<file path="src/rtl/digit_serial_adder_if.sv">
// Operand/result handshake bundle for digit_serial_adder.
// The sub select exists only when SUB_MODE_EN is defined.
interface digit_serial_adder_if #(
   parameter int unsigned SIZE = 16
);
   logic            in_valid;
   logic            in_ready;
   logic [SIZE-1:0] A;
   logic [SIZE-1:0] B;
   logic            Cin;
`ifdef SUB_MODE_EN
   logic            sub;
`endif
   logic            out_valid;
   logic            out_ready;
   logic [SIZE-1:0] S;
   logic            Cout;
   logic            ovf;

   // Producer of operands / consumer of results
   modport master (
      input  in_ready, out_valid, S, Cout, ovf,
`ifdef SUB_MODE_EN
      output sub,
`endif
      output in_valid, A, B, Cin, out_ready
   );

   // The adder itself
   modport slave (
      output in_ready, out_valid, S, Cout, ovf,
`ifdef SUB_MODE_EN
      input  sub,
`endif
      input  in_valid, A, B, Cin, out_ready
   );
endinterface

</file>
<file path="src/rtl/digit_serial_adder.sv">
// Digit-serial adder: adds two SIZE-bit operands DIGIT bits per clock through a
// registered carry, with valid/ready handshakes and signed-overflow reporting.
// Optional subtract mode is enabled by defining SUB_MODE_EN.
module digit_serial_adder #(
   parameter int unsigned SIZE  = 16,
   parameter int unsigned DIGIT = 4
) (
   input  logic                 clk,
   input  logic                 rst,
   digit_serial_adder_if.slave  bus
);
   localparam int unsigned NDIG = SIZE / DIGIT;
   localparam int unsigned CW   = (NDIG > 1) ? $clog2(NDIG) : 1;
   localparam logic [CW-1:0] LAST = CW'(NDIG - 1);

   typedef enum logic [1:0] {IDLE, BUSY, DONE} state_t;

   state_t          state;
   logic [SIZE-1:0] a_q;
   logic [SIZE-1:0] b_q;
   logic [SIZE-1:0] s_q;
   logic            carry_q;
   logic            sub_q;
   logic [CW-1:0]   cnt_q;
   logic            cout_q;
   logic            ovf_q;
   logic            in_ready_q;
   logic            out_valid_q;

   logic            sub_in;
   logic [DIGIT-1:0] a_dig;
   logic [DIGIT-1:0] b_raw;
   logic [DIGIT-1:0] b_dig;
   logic [DIGIT:0]   dsum;
   logic             c_msb;
   logic [SIZE-1:0]  s_nxt;

`ifdef SUB_MODE_EN
   assign sub_in = bus.sub;
`else
   assign sub_in = 1'b0;
`endif

   // Select the current digit of each operand and merge the digit sum into S
   if (NDIG == 1) begin : g_single
      assign a_dig = a_q;
      assign b_raw = b_q;
      always_comb begin
         s_nxt = dsum[DIGIT-1:0];
      end
   end else begin : g_multi
      localparam int unsigned IW = $clog2(SIZE);
      logic [IW-1:0] base;
      assign base  = IW'(cnt_q * DIGIT);
      assign a_dig = a_q[base +: DIGIT];
      assign b_raw = b_q[base +: DIGIT];
      always_comb begin
         s_nxt = s_q;
         s_nxt[base +: DIGIT] = dsum[DIGIT-1:0];
      end
   end

   // One digit of addition; carry into the digit MSB recovered from its sum bit
   always_comb begin
      b_dig = b_raw ^ {DIGIT{sub_q}};
      dsum  = {1'b0, a_dig} + {1'b0, b_dig} + {{DIGIT{1'b0}}, carry_q};
      c_msb = a_dig[DIGIT-1] ^ b_dig[DIGIT-1] ^ dsum[DIGIT-1];
   end

   // Control FSM and datapath registers
   always_ff @(posedge clk) begin
      if (rst) begin
         state       <= IDLE;
         a_q         <= '0;
         b_q         <= '0;
         s_q         <= '0;
         carry_q     <= 1'b0;
         sub_q       <= 1'b0;
         cnt_q       <= '0;
         cout_q      <= 1'b0;
         ovf_q       <= 1'b0;
         in_ready_q  <= 1'b1;
         out_valid_q <= 1'b0;
      end else begin
         unique case (state)
            IDLE: begin
               if (bus.in_valid) begin
                  a_q        <= bus.A;
                  b_q        <= bus.B;
                  sub_q      <= sub_in;
                  // subtract: A + ~B + ~Cin, so a borrow-in clears the initial carry
                  carry_q    <= bus.Cin ^ sub_in;
                  s_q        <= '0;
                  cnt_q      <= '0;
                  in_ready_q <= 1'b0;
                  state      <= BUSY;
               end
            end
            BUSY: begin
               s_q     <= s_nxt;
               carry_q <= dsum[DIGIT];
               if (cnt_q == LAST) begin
                  cout_q      <= dsum[DIGIT];
                  ovf_q       <= c_msb ^ dsum[DIGIT];
                  cnt_q       <= '0;
                  out_valid_q <= 1'b1;
                  state       <= DONE;
               end else begin
                  cnt_q <= cnt_q + CW'(1);
               end
            end
            DONE: begin
               if (bus.out_ready) begin
                  out_valid_q <= 1'b0;
                  in_ready_q  <= 1'b1;
                  state       <= IDLE;
               end
            end
            default: begin
               state       <= IDLE;
               out_valid_q <= 1'b0;
               in_ready_q  <= 1'b1;
            end
         endcase
      end
   end

   assign bus.in_ready  = in_ready_q;
   assign bus.out_valid = out_valid_q;
   assign bus.S         = s_q;
   assign bus.Cout      = cout_q;
   assign bus.ovf       = ovf_q;

endmodule

</file>
<file path="src/flat_wrapper.sv">
// flat-port wrapper written by rule: the top's interface ports become plain ports
module digit_serial_adder_flat 
#(
   parameter int unsigned SIZE  = 16,
   parameter int unsigned DIGIT = 4
)
  (clk, rst, bus_in_ready, bus_out_valid, bus_S, bus_Cout, bus_ovf, bus_in_valid, bus_A, bus_B, bus_Cin, bus_out_ready);
  digit_serial_adder_if #(.SIZE(SIZE)) bus_i ();
  input  logic clk;
  input  logic rst;
  output wire logic [$bits(bus_i.in_ready)-1:0] bus_in_ready;
  output wire logic [$bits(bus_i.out_valid)-1:0] bus_out_valid;
  output wire logic [$bits(bus_i.S)-1:0] bus_S;
  output wire logic [$bits(bus_i.Cout)-1:0] bus_Cout;
  output wire logic [$bits(bus_i.ovf)-1:0] bus_ovf;
  input wire logic [$bits(bus_i.in_valid)-1:0] bus_in_valid;
  input wire logic [$bits(bus_i.A)-1:0] bus_A;
  input wire logic [$bits(bus_i.B)-1:0] bus_B;
  input wire logic [$bits(bus_i.Cin)-1:0] bus_Cin;
  input wire logic [$bits(bus_i.out_ready)-1:0] bus_out_ready;
  assign bus_in_ready = bus_i.in_ready;
  assign bus_out_valid = bus_i.out_valid;
  assign bus_S = bus_i.S;
  assign bus_Cout = bus_i.Cout;
  assign bus_ovf = bus_i.ovf;
  assign bus_i.in_valid = bus_in_valid;
  assign bus_i.A = bus_A;
  assign bus_i.B = bus_B;
  assign bus_i.Cin = bus_Cin;
  assign bus_i.out_ready = bus_out_ready;
  digit_serial_adder #(.SIZE(SIZE), .DIGIT(DIGIT)) u_core (.clk(clk), .rst(rst), .bus(bus_i));
endmodule
</file>
<file path="config.mk">
export PLATFORM = sky130hd
export DESIGN_NAME = digit_serial_adder_flat
export DESIGN_NICKNAME = d
export VERILOG_FILES = /design/src/rtl/digit_serial_adder_if.sv /design/src/rtl/digit_serial_adder.sv /design/src/flat_wrapper.sv
export SDC_FILE = /design/constraint.sdc
export NUM_CORES = 1
export LEC_CHECK = 0
export BUFFER_PORTS_ARGS = -buffer_cell sky130_fd_sc_hd__buf_4
export CORE_UTILIZATION = 50
export DETAILED_ROUTE_END_ITERATION = 8
export PLACE_DENSITY_LB_ADDON = 0.08
export SYNTH_ARGS = -nofsm -noshare
export SYNTH_HDL_FRONTEND = slang
export SYNTH_SLANG_ARGS = --single-unit
</file>
<file path="constraint.sdc">
create_clock -name clk -period 6.1 [get_ports clk]
set_clock_uncertainty 0.15 [all_clocks]
set_input_delay 0.915 -clock clk [delete_from_list [all_inputs] [get_ports clk]]
set_output_delay 0.915 -clock clk [all_outputs]
set_load 0.01 [all_outputs]
</file>
# Yosys cells after proc, flatten, opt, wreduce, memory -nomap -nowiden
# Index checks and enable logic that the tools add are counted.
[totals]
reg_bits = 57
inputBits = 37
out_inout_bits = 20
elab_cells = 55
[classes]
addsub = 4
eq_ne = 6
n_shift = 4
muxes = 18
bitwise = 5
reduce_logical = 8
[op_table]
columns = ["cell", "count"]
rows = [
  ["16-bit case mux with 2 select lines", 1],
  ["16-bit by 5-bit indexed part select with 4-bit output", 2],
  ["16-bit bitwise mux", 1],
  ["16-bit two-way mux", 1],
  ["4-bit by 6-bit variable shift with 16-bit output, first input constant", 1],
  ["4-bit by 6-bit indexed part select with 16-bit output", 1],
  ["2-bit two-way mux", 5],
  ["3-bit AND reduction", 3],
  ["4-bit negation with 6-bit output", 1],
  ["1-bit case mux with 3 select lines", 2],
  ["2-bit case mux with 3 select lines", 1],
  ["2-bit AND reduction", 3],
  ["4-bit by 4-bit adder with 5-bit output", 1],
  ["5-bit by 1-bit adder with 5-bit output", 1],
  ["1-bit two-way mux", 5],
  ["2-bit equality test, second input constant", 2],
  ["2-bit != test, second input constant", 2],
  ["2-bit case mux with 2 select lines", 1],
  ["1-bit bitwise XOR", 3],
  ["2-bit by 1-bit adder with 2-bit output, second input constant", 1],
  ["2-bit by 1-bit equality test with 1-bit output, second input constant", 1],
  ["2-bit zero test", 1],
  ["2-bit by 1-bit != test with 1-bit output, second input constant", 1],
  ["1-bit NOT", 2],
  ["other kinds (2)", 2],
]

# Depth between registers and ports, before layout
[depth]
word_depth = 6
depth_mapped = 8
mapped_depth_nobuf = 7

# Least setup slack after synthesis
# OpenSTA, ideal clock, no wires.
[synth_path]
path_kind = "reg-to-reg"
start = "register u_core.cnt_q[0]"
end = "register u_core.ovf_q (netlist: u_core.bus.ovf)"
setup_time_ps = 86
t_arrival_ps = 2719
t_required_ps = 5864
slack_ps = 3145
stages_incl_launch_ff = 9
path_buffers = 1
synth_period_minus_slack_ps = 2955
cell_sequence = "dfxtp_1 buf_4 mux4_2 fa_1 fa_1 a21o_1 a21oi_1 xor2_1 a211oi_1"
[synth_between]
elab_chain_len = 5
[synth_rtl]
columns = ["element", "line_no", "source"]
rows = [
  ["from (decl)", "digit_serial_adder.sv:24", "logic [CW-1:0] cnt_q;"],
  ["from (signal assigned)", "digit_serial_adder.sv:109", "cnt_q <= cnt_q + CW'(1);"],
  ["16-bit by 5-bit indexed part select with 4-bit output (on tied branches)", "digit_serial_adder.sv:55, digit_serial_adder.sv:56", ""],
  ["4-bit by 4-bit adder with 5-bit output", "digit_serial_adder.sv:66", "dsum = {1'b0, a_dig} + {1'b0, b_dig} + {{DIGIT{1'b0}}, carry_q};"],
  ["5-bit by 1-bit adder with 5-bit output", "digit_serial_adder.sv:66", ""],
  ["1-bit bitwise XOR", "digit_serial_adder.sv:67", "c_msb = a_dig[DIGIT-1] ^ b_dig[DIGIT-1] ^ dsum[DIGIT-1];"],
  ["1-bit bitwise XOR", "digit_serial_adder.sv:104", "ovf_q <= c_msb ^ dsum[DIGIT];"],
  ["to (signal assigned)", "digit_serial_adder.sv:104", ""],
  ["to (decl)", "digit_serial_adder.sv:26", "logic ovf_q;"],
]
# Parallel ways exist; a longest one is shown, timed or not.
# A chain may end at the register's enable or synchronous reset.

# Worst setup path in the final report
# Ends and elaborated chain as after synthesis.

==> impl_results.md <==
- Status: complete, no violations
- DRT iter0 DRCs: 99
- Drc violations: 0
- Post-CTS Hold Buffers: 0
- Ant. Diodes: 0
- Worst Hold Class: reg2reg
- Met3 Track Usage GR: 0.0508
- Top cell type's share of synthesized area: 0.443
- Worst-Skew Late Latency: 0.34 ns
- Routed Antenna Nets: 0
- Main flop type after synthesis: dfxtp_1
- GRT Total Usage: 0.224
- CP Buf/Inv Count: 0
- Post-synth top area cell: dfxtp_1
- Buffers added on ports: 56
- Inserted Clock Buffers: 9
- Slew Viols, Final: 0
- Crit-path cells: mux4_2 > fa_1 > fa_1 > a21o_1 > a21oi_1 > xor2_1 > a211oi_1
- Top post-synthesis cells by area: dfxtp_1 (44%), nand2_1 (11%), a21oi_1 (7.6%)
- Clock sink count: 57
- Grt met1 use: 0.279
- Synth cell types: 38
- HPWL after DPL: 3680 um
- Pwr Density: 274 nW/um^2
- CP max-delay cell: dfxtp_1
- Minimum clock period: 3.34 ns
- Placeable Area: 4850 um^2
- RSZ-0062 raised after global routing: no
- Total wire length: 5460 um
- Number of flops mapped to enable cells by yosys: 0
- Finished Layout Cells: 404
- Area grow syn2layout: 22.6%
- Antenna violations before repair: 0
- Nets: 379
- Pin count of the biggest net entering global routing: 61
- Yosys warning count: 0
- Post-synthesis sequential area ratio: 0.443
- Setup CP Type: reg2reg
- Root Driver: clkbuf_8
- CP startpoint kind: flip-flop
- Vias in the first global route: 1947
- Initial Utilization: 0.531
- Largest fanout on the critical path: 15
- Setup_tns: 0 ns
- Fin. Hold Viols: 0
- First-pass GRT wire length: 9000 um
- Row cnt: 25
- M2 GR Usage: 0.361
- Die Wd: 73.8 um
- Arr. time, crit path: 3.45 ns
- Layout Utilization: 0.651
- Die ar.: 5440 um^2
- Cts repair resizes: 0
- Clock transition at path regs: 0.06 ns
- Max Freq: 0.299 GHz
- Routed WL per cell: 13.5 um
- Mapped Area: 2570 um^2
- Gate Count Post-Synth: 284
- Ports: 57
- Cell mode on critical path: fa_1
- CP top delay family: adder cells
- Via count: 2109
- Vias/cell: 5.22
- Final worst-path cycle share: 0.548
- Most frequent cells in the layout: nand2_1 (73), dfxtp_1 (57), buf_4 (56)
- Worst vdd ir: 0.149 mV
- Pre-Repair DR Iteration Count: 4
- FFs w/ async S/R, synth: 0
- #FFs+latches synth: 57
- LEAKAGE: 0.00130 uW
- Worst endpoint required time: 6.20 ns
- Synth Net Count: 330
- Hold WS: 0.303 ns
- Max-cap violations: 0
- CTS max path bufs: 2
- Max transition margin: 0.205
- Share of cells above drive strength 1: 0.258
- Placed Cells: 389
- Worst Tran Pin Value: 1.19 ns
- Setup Buffers After CTS: 0
- H-tree depth: 3
- Worst path max stage delay: 0.85 ns
- Most common cell after layout, fill and taps aside: nand2_1
- CTS tree: built
- DIE HEIGHT: 73.8 um
- Layer carrying the most global-route usage: met2
- Avg Inst Size Synth: 9.07 um^2
- GR Overflow Total: 0
- Final setup vio count: 0
- GP Congestion: 0.733
- CP Capture Type: flip-flop
==> registers in the layout (all words and copies together), names as in the netlist <==
register and count:
u_core.b_q 16, u_core.bus.Cout 1, u_core.bus.ovf 1, u_core.bus.in_ready 1, u_core.cnt_q 2, u_core.a_q 16, u_core.bus.out_valid 1, u_core.carry_q 1
u_core.state 2, u_core.bus.S 16
==> through the flow <==
stage               cell area (um^2)  worst slack (ns)  power (uW)
floorplan                       2570              3.15         488
global route                    3160              2.47         910
finish                          3160              2.76         866
CTS                             3160              2.70         872
detailed placement              2960              2.71         523
global placement                2960              2.78         521
==> logic make-up (layout without fill, tap and decap cells) <==
| kind of cell | Yosys count | after routing | share of synthesized area |
|---|---|---|---|
| AO/OA/AOI/OAI | 69 | 69 | 0.165 |
| XOR/XNOR | 2 | 2 | 0.00680 |
| adder cells (fa/ha/maj) | 9 | 9 | 0.0496 |
| buffers and inverters | 24 | 77 | 0.0539 |
| flip-flops | 57 | 57 | 0.443 |
| multiplexers | 8 | 8 | 0.0700 |
| AND/OR/NAND/NOR | 115 | 115 | 0.211 |
==> area by class of cell <==
type                       count  area [um^2]
inverter                       6         22.5
clock inverter                 3         40.0
sequential                    57         1140
tap                           67         83.8
multi-input combinational    203         1290
clock buffer                  12          155
timing repair buffer          56          420
fill                         447         1690
==> worst min-delay path: cells and delay by family (launching register included) <==
family,cells,cell delay (ns)
simple gates,1,0.05
flops,1,0.31
compound gates,1,0.05
==> cells in the mapped netlist (2+ instances only) <==
cell      count
nor2_1       23
buf_4         2
nand3_1       3
a21o_1        5
dfxtp_1      57
a21oi_1      39
ha_1          7
nand2b_1      3
nand2_1      73
a22oi_1      12
o21ai_0       2
buf_2         3
xor2_1        2
mux4_2        8
nand3b_1      3
o31ai_2       2
clkbuf_1      8
and3_1        2
inv_1         5
fa_1          2
buf_6         5
a211oi_1      2
==> where the power goes <==
group          total (uW)  internal [uW]  switching (uW)
registers             404            389            14.5
clock network         351            207             144
logic                 111           51.7            59.7
total                 866            648             218
==> worst paths after layout <==
check,cells past startpoint,endpoint,from,slack [ns]
max,7,u_core.bus.ovf,u_core.cnt_q[0],2.76
min,2,u_core.b_q[1],u_core.b_q[1],0.30
max reg2reg,7,u_core.bus.ovf,u_core.cnt_q[0],2.76
min reg2reg,2,u_core.b_q[1],u_core.b_q[1],0.30
==> per-layer routing <==
layer  share of wire  wire length [um]  vias to the layer above
li1                -                 -                     1070
met1            0.45              2480                      973
met2            0.49              2670                       56
met3           0.043               232                       10
met4           0.015                82                        0
met5               0                 0                        -
No activity file was read; power rests on OpenSTA's default activity.
